**config.mk**
```make
export PLATFORM = sky130hd
export DESIGN_NAME = cache_valid_array
export DESIGN_NICKNAME = d
export VERILOG_FILES = /design/src/rtl/cache_valid_array_pkg.sv /design/src/rtl/cache_valid_sweep_ctr.sv /design/src/rtl/cache_valid_array.sv
export SDC_FILE = /design/constraint.sdc
export NUM_CORES = 2
export LEC_CHECK = 0
export BUFFER_PORTS_ARGS = -buffer_cell sky130_fd_sc_hd__buf_4
export CAP_MARGIN = 20
export CORE_ASPECT_RATIO = 0.9
export CORE_MARGIN = 2
export CORE_UTILIZATION = 55
export DETAILED_ROUTE_END_ITERATION = 8
export PLACE_DENSITY = 0.68
export SYNTH_ARGS = -nofsm -noshare
export SYNTH_HDL_FRONTEND = slang
export SYNTH_SLANG_ARGS = --single-unit
```
**constraint.sdc**
```tcl
create_clock -name clk -period 3.8 [get_ports clk]
set_input_delay 0.19 -clock clk [delete_from_list [all_inputs] [get_ports clk]]
set_output_delay 0.19 -clock clk [all_outputs]
set_load 0.05 [all_outputs]
```
**src/rtl/cache_valid_array_pkg.sv**
```systemverilog
// Shared types and elaboration helpers for the cache valid-bit array.
package cache_valid_array_pkg;

  typedef enum logic {
    IDLE  = 1'b0,
    SWEEP = 1'b1
  } sweep_state_e;

  // Index width needed to address numlines sets.
  function automatic int setlen_of(input int numlines);
    int w;
    w = 0;
    for (int i = 0; i < 31; i++) begin
      if ((1 << i) < numlines) w = i + 1;
    end
    return w;
  endfunction

endpackage

```
**src/rtl/cache_valid_sweep_ctr.sv**
```systemverilog
// Whole-cache invalidate sequencer: walks every set once and reports busy/done.
// CACHE_FLASH_INVALIDATE_EN replaces the walk with a single-cycle done pulse.
module cache_valid_sweep_ctr
  import cache_valid_array_pkg::*;
#(
  parameter int NUMLINES = 128,
  parameter int SETLEN   = 7
) (
  input  logic              clk,
  input  logic              reset,
  input  logic              invalidate,
  output logic              sweeping,
  output logic [SETLEN-1:0] sweep_set,
  output logic              busy,
  output logic              done
);

`ifdef CACHE_FLASH_INVALIDATE_EN

  logic done_q;

  always_ff @(posedge clk or negedge reset) begin
    if (!reset) done_q <= 1'b0;
    else        done_q <= invalidate;
  end

  assign sweeping  = 1'b0;
  assign sweep_set = '0;
  assign busy      = 1'b0;
  assign done      = done_q;

`else

  localparam logic [SETLEN-1:0] LAST_SET = SETLEN'(NUMLINES - 1);

  sweep_state_e      state_q, state_d;
  logic [SETLEN-1:0] count_q, count_d;
  logic              done_q, done_d;

  always_ff @(posedge clk or negedge reset) begin
    if (!reset) begin
      state_q <= IDLE;
      count_q <= '0;
      done_q  <= 1'b0;
    end else begin
      state_q <= state_d;
      count_q <= count_d;
      done_q  <= done_d;
    end
  end

  // A fresh invalidate during a sweep restarts it from set 0.
  always_comb begin
    state_d = state_q;
    count_d = count_q;
    done_d  = 1'b0;
    case (state_q)
      IDLE: begin
        if (invalidate) begin
          state_d = SWEEP;
          count_d = '0;
        end
      end
      SWEEP: begin
        count_d = count_q + 1'b1;
        if (invalidate) begin
          count_d = '0;
        end else if (count_q == LAST_SET) begin
          state_d = IDLE;
          done_d  = 1'b1;
        end
      end
      default: state_d = IDLE;
    endcase
  end

  assign sweeping  = (state_q == SWEEP);
  assign sweep_set = count_q;
  assign busy      = (state_q == SWEEP);
  assign done      = done_q;

`endif

endmodule

```
**src/rtl/cache_valid_array.sv**
```systemverilog
// Per-set, per-way valid bits with registered, write-first read and whole-cache invalidate.
// CACHE_FLASH_INVALIDATE_EN selects single-cycle flash invalidate instead of the sweep.
module cache_valid_array
  import cache_valid_array_pkg::*;
#(
  parameter int NUMWAYS  = 4,
  parameter int NUMLINES = 128,
  parameter int SETLEN   = 7
) (
  input  logic               clk,
  input  logic               reset,
  input  logic               CacheEn,
  input  logic               FlushStage,
  input  logic [SETLEN-1:0]  CacheSetRead,
  input  logic [SETLEN-1:0]  CacheSetWrite,
  input  logic [NUMWAYS-1:0] WriteWay,
  input  logic               SetValid,
  input  logic               ClearValid,
  input  logic               InvalidateCache,
  output logic [NUMWAYS-1:0] ValidWay,
  output logic               InvalidateBusy,
  output logic               InvalidateDone
);

  if (SETLEN != setlen_of(NUMLINES)) begin : g_bad_setlen
    $error("cache_valid_array: SETLEN must equal log2(NUMLINES)");
  end

  logic [NUMWAYS-1:0] valid_bits [NUMLINES];
  logic               sweeping;
  logic [SETLEN-1:0]  sweep_set;
  logic               block_update;
  logic               write_en;
  logic [NUMWAYS-1:0] cur_row, write_row, read_row;

  cache_valid_sweep_ctr #(
    .NUMLINES(NUMLINES),
    .SETLEN  (SETLEN)
  ) u_sweep (
    .clk       (clk),
    .reset     (reset),
    .invalidate(InvalidateCache),
    .sweeping  (sweeping),
    .sweep_set (sweep_set),
    .busy      (InvalidateBusy),
    .done      (InvalidateDone)
  );

  // Any invalidate activity drops writes and forces the read port to zero.
  assign block_update = sweeping | InvalidateCache;
  assign write_en     = ~block_update & (ClearValid | (SetValid & ~FlushStage));
  assign cur_row      = valid_bits[CacheSetWrite];
  assign write_row    = ClearValid ? (cur_row & ~WriteWay) : (cur_row | WriteWay);
  assign read_row     = (write_en && (CacheSetRead == CacheSetWrite)) ? write_row
                                                                      : valid_bits[CacheSetRead];

  always_ff @(posedge clk or negedge reset) begin
    if (!reset) begin
      for (int i = 0; i < NUMLINES; i++) valid_bits[i] <= '0;
`ifdef CACHE_FLASH_INVALIDATE_EN
    end else if (InvalidateCache) begin
      for (int i = 0; i < NUMLINES; i++) valid_bits[i] <= '0;
`else
    end else if (sweeping) begin
      valid_bits[sweep_set] <= '0;
`endif
    end else if (write_en) begin
      valid_bits[CacheSetWrite] <= write_row;
    end
  end

  always_ff @(posedge clk or negedge reset) begin
    if (!reset)            ValidWay <= '0;
    else if (block_update) ValidWay <= '0;
    else if (CacheEn)      ValidWay <= read_row;
  end

endmodule

```
After elaboration in Yosys (flattened, before gate mapping):

Cells that the tools add are included.

* $add $sub $neg: 1
* magnitude comparators: 5
* eq/ne operators: 3
* mux-type cells: 27
* bitwise logic cells: 15
* reduce and logical (&&, ||, !) cells: 5

Operators by type and width (number)
* $mux W512: 2
* $and A512 B512 Y512: 1
* $bwmux W512: 1
* $not A512 Y512: 1
* $bmux W4 S7: 2
* $demux W4 S7: 2
* $mux W4: 10
* $ge A8 B8 Y1 const B: 3
* $not A7 Y8: 3
* $lt A8 B1 Y1 const B: 2
* $mux W7: 2
* $pmux W7 S2: 1
* $add A7 B1 Y7 const B: 1
* $eq A7 B7 Y1: 1
* $eq A7 B7 Y1 const B: 1
* $mux W1: 6
* $and A4 B4 Y4: 1
* $not A4 Y4: 1
* $or A4 B4 Y4: 1
* $reduce_bool A2 Y1: 2
* $logic_and A1 B1 Y1: 3
* $not A1 Y1: 3
* $and A1 B1 Y1: 2
* $ne A2 B2 Y1 const B: 1
* other kinds (2): 3

* bits in registers: 525
* output and inout bits: 6
* logic and storage cells: 188

Longest topological paths before layout:

* word-level depth: 9
* depth in mapped cells: 15
* depth with buffers taken out: 7

Cells and area by module:

From an unflattened synthesis, not the netlist that was laid out.

* cells, all modules: 2876
* area, all modules: 28524.9 sq um

Modules (own cells, without submodules)
* cache_valid_array: instances 1, cells each 2837, area each 28117.0 sq um, sequential area each 12912.4 sq um
* cache_valid_sweep_ctr: instances 1, cells each 39, area each 407.9 sq um, sequential area each 225.2 sq um

Worst setup path before layout:

No wires, ideal clock.

* kind: register to register
* start point: reg u_sweep.state_q (netlist: u_sweep.busy)
* end point: reg valid_bits[67] (netlist bit)
* setup time: 0.068 ns
* arrival time: 2.560 ns
* slack: 1.172 ns
* cell stages (with the launch flop): 7
* period minus slack after synthesis: 2.628 ns
* cell sequence: dfrtp_1 -> nor2_1 -> o21ai_1 -> nor4_1 -> clkbuf_1 -> buf_1 -> a32o_1

* longest elaborated chain between the ends: 4

RTL lines
* start, declared: line cache_valid_sweep_ctr.sv:36 `sweep_state_e state_q, state_d;`
* start signal, assigned: line cache_valid_sweep_ctr.sv:46 `state_q <= state_d;`
* $or A1 B1 Y1: line cache_valid_array.sv:50 `assign block_update = sweeping | InvalidateCache;`
* $not A1 Y1: line cache_valid_array.sv:51 `assign write_en = ~block_update & (ClearValid | (SetValid & ~FlushStage));`
* $and A1 B1 Y1: line cache_valid_array.sv:51
* $reduce_bool A2 Y1 (no line)
* end signal, assigned by index: line cache_valid_array.sv:68 `valid_bits[CacheSetWrite] <= write_row;`
* end, declared: line cache_valid_array.sv:29 `logic [NUMWAYS-1:0] valid_bits [NUMLINES];`

Parallel ways exist; a longest one is shown, timed or not.
A chain may end at the register's enable or synchronous reset.

Worst setup path after layout:

* start point: reg valid_bits[220] (netlist bit)
* end point: reg valid_bits[368] (netlist bit)

* longest elaborated chain between the ends: 8

RTL lines
* $bmux W4 S7 (*): line cache_valid_array.sv:52 `assign cur_row = valid_bits[CacheSetWrite];`
* $mux W4 (not written as such) (*) (2 in a row): line cache_valid_array.sv:52
* $or A4 B4 Y4 or $and A4 B4 Y4 (tied branches): line cache_valid_array.sv:53 `assign write_row = ClearValid ? (cur_row & ~WriteWay) : (cur_row | WriteWay);`
* $mux W4 (*): line cache_valid_array.sv:53
* $bwmux W512 (*): line cache_valid_array.sv:68
* $mux W512 (*): line cache_valid_array.sv:67 `end else if (write_en) begin`
* $mux W512 (*): line cache_valid_array.sv:64 `end else if (sweeping) begin`

Every way passes the cells marked *; elsewhere a longest branch is shown, timed or not. The select of a mux whose other input is x is not followed.

==> flow_metrics.py <==
metrics = {
    "placement": {
        "dp_hpwl_mm": 82.4,
        "gp_congestion": 0.993,
        "io_buffers": 30,
    },
    "synth": {
        "yosysTopAreaCell": "dfrtp_1",
        "synth-main-ff-cell": "dfrtp_1",
        "async_reset_ff_share_pct": 100,
        "ys_warn_count": 0,
        "synth_top_area_share_pct": 44.8,
        "syn-mean-instance-area_um2": 10.3,
        "synth_area_leaders": "dfrtp_1 (45%), mux4_2 (11%), nand2_1 (5.9%)",
        "synth.yosys.seq_area_share_pct": 44.8,
        "syn_nets": 2882,
        "synth_edf_count": 0,
        "syn_area_um2": 29300,
        "synth.distinct_cells": 83,
        "synthCells": 2856,
        "ys_ff_latch": 525,
    },
    "power": {
        "power_density_nw_per_um2": 376,
        "combPwrFrac_pct": 10.0,
        "intPower_uw": 9100,
        "p_sw_share_pct": 26.2,
        "p_seq_share_pct": 45.6,
        "switchingPower_uw": 3230,
        "ir_drop_mv": 0.390,
        "power_uw": 12300,
        "power_leakage_uw": 0.0131,
        "clock_power_share_pct": 44.4,
    },
    "die": {
        "dieArea_um2": 55200,
        "core_um2": 52900,
        "fp.dieH_um": 223,
        "die_x_um": 247,
        "boundaryPins": 31,
        "start_util_pct": 55.5,
        "rows": 80,
    },
    "worst_setup_path": {
        "required_ns": 4.24,
        "worstSetupPathType": "reg2reg",
        "critPathMaxFanout": 48,
        "end_kind": "register",
        "critPathArrivalTime_ns": 3.79,
        "critPathLaunchType": "register",
        "r2r_slack_ns": 0.46,
    },
    "sta": {
        "tns_ns": 0,
        "hold-worst-slack_ns": 0.0412,
        "setup_viol": 0,
        "finClkSkew_ns": 0.0349,
        "hold_violations": 0,
        "fin_crit_sh_pct": 88.0,
        "tightest_slew_ns": 1.02,
        "slew_headroom_pct": 31.9,
        "period_minus_slack_ns": 3.34,
        "fmax_mhz": 299,
        "rsz0062_at_grt": "no",
        "drv_slew": 0,
    },
    "grt": {
        "grt_max_degree": 94,
        "grt-ovfl-total": 0,
        "antenna_found_initial": 3,
        "grt_use_total_pct": 44.2,
        "grt_pass1_wl_mm": 180,
        "grt_pass1_vias": 27200,
    },
    "route": {
        "drt_iter0_markers": 4756,
        "viasPerCell": 7.74,
        "wl_per_cell_um": 33.6,
        "routed_wl_mm": 121,
        "dr.pass1.iters": 8,
        "ant_nets": 0,
        "drcViolationCount": 0,
        "vias": 27800,
    },
    "layout": {
        "drive_above_1_share_pct": 17.1,
        "layout_common_cells": "dfrtp_1 (525), nand2_1 (461), o21ai_0 (328)",
        "layout_commonest_cell": "dfrtp_1",
        "fin_nets": 2889,
        "final_util_pct": 62.0,
        "diodes": 0,
        "area_growth_pct": 11.8,
    },
    "clock_tree": {
        "clock_sinks": 525,
        "cts_tree": "yes",
        "clk_latency_ns": 0.63,
        "cts_root_buf": "clkbuf_16",
        "path_clk_slew_ns": 0.06,
        "post_cts_buffers": 0,
        "cts_made_buffers": 55,
        "cts_resized": 0,
        "htreeDepth": 2,
        "cts_buffer_depth": 3,
        "ctsHoldBuffers": 4,
    },
    "job": {
        "max_cap_violations": 0,
    },
    "outcome": {
        "status": "completed",
    },
    "min_path": {
        "hold_class": "in2reg",
    },
}
[Yosys cell counts, drive strengths merged (16+ instances only)]
master,count
a21oi,26
a221oi,22
a22o,16
a22oi,220
a31o,40
a31oi,25
a32o,90
and3,44
buf,133
clkbuf,119
dfrtp,525
mux2,26
mux2i,43
mux4,140
nand2,461
nand2b,17
nand3,132
nor2,63
nor2b,17
nor3,31
nor4,18
o21ai,397
[registers in the layout (all words and copies together) (netlist names)]
name / cells
valid_bits: 512
u_sweep.sweep_set: 7
ValidWay: 4
u_sweep.busy: 1
u_sweep.done: 1
[cells by family (layout without fill, tap and decap cells)]
kind of cell    Yosys count  count (layout)  synth area share [%]
flops                   525             525                  44.8
mux                     209             209                  13.2
xor+xnor                 13              13                 0.388
fa+ha+maj                 1               1                0.0427
simple gates            901             901                  15.1
compound gates          948             948                  22.1
buf+inv                 259             302                  4.41
[area by class of cell]
type | instances | area (um2)
Clock buffer | 82 | 1570
Inverter | 7 | 26.3
Sequential cell | 525 | 13100
Multi-Input combinational cell | 2072 | 15000
Fill cell | 4282 | 20100
Tap cell | 697 | 872
Timing Repair Buffer | 202 | 1970
Clock inverter | 11 | 191
[stage by stage]
step / worst slack (ns) / instances / cell area [um2]
2_1_floorplan: 1.17 / 2856 / 29300
3_3_place_gp: 0.115 / 3498 / 31000
3_5_place_dp: 0.0636 / 3498 / 31000
4_1_cts: 0.551 / 3595 / 32800
5_1_grt: 0.272 / 3596 / 32800
6_report: 0.457 / 3596 / 32800
[final timing paths]
| check | start | to | depth (start not counted) |
|---|---|---|---|
| worst min register to register | valid_bits[186]$_DFFE_PN0P_ | valid_bits[186]$_DFFE_PN0P_ | 2 |
| worst max register to register | valid_bits[220]$_DFFE_PN0P_ | valid_bits[368]$_DFFE_PN0P_ | 9 |
| worst min-delay path | WriteWay[1] | ValidWay[1]$_DFFE_PN0P_ | 4 |
| max in group asynchronous | reset | valid_bits[293]$_DFFE_PN0P_ | 3 |
| worst max-delay path | valid_bits[220]$_DFFE_PN0P_ | valid_bits[368]$_DFFE_PN0P_ | 9 |
| min in group asynchronous | reset | valid_bits[98]$_DFFE_PN0P_ | 2 |
[layer usage]
| metal | wire length [um] | vias up | part of all wire [%] | global-route usage, % |
|---|---|---|---|---|
| met5 | 27 | - | 0.022 | 0 |
| met4 | 8100 | 4 | 6.7 | 24.7 |
| met3 | 18100 | 575 | 15 | 15.5 |
| li1 | - | 11000 | - | - |
| met2 | 50600 | 2476 | 42 | 61.7 |
| met1 | 43900 | 13700 | 36 | 60.0 |
[worst max-delay path: stages, from the launching register on]
cell and delay, ns:
dfrtp_1 0.42, mux2_2 0.28, a22oi_1 0.18, a31oi_1 0.15
o41ai_1 0.56, buf_4 0.22, a41oi_1 0.22, nor3_2 0.36
buf_4 0.52, o21ai_0 0.21
[power by group through the flow]
stage	clock network, uW	logic (uW)	registers [uW]
after global routing	5690	1260	5620
after global placement	0	1170	5720
after detailed placement	0	1180	5720
after floorplan	0	585	5720
after CTS	5480	1180	5620
final	5470	1230	5620
No activity file was read; power rests on OpenSTA's default activity.
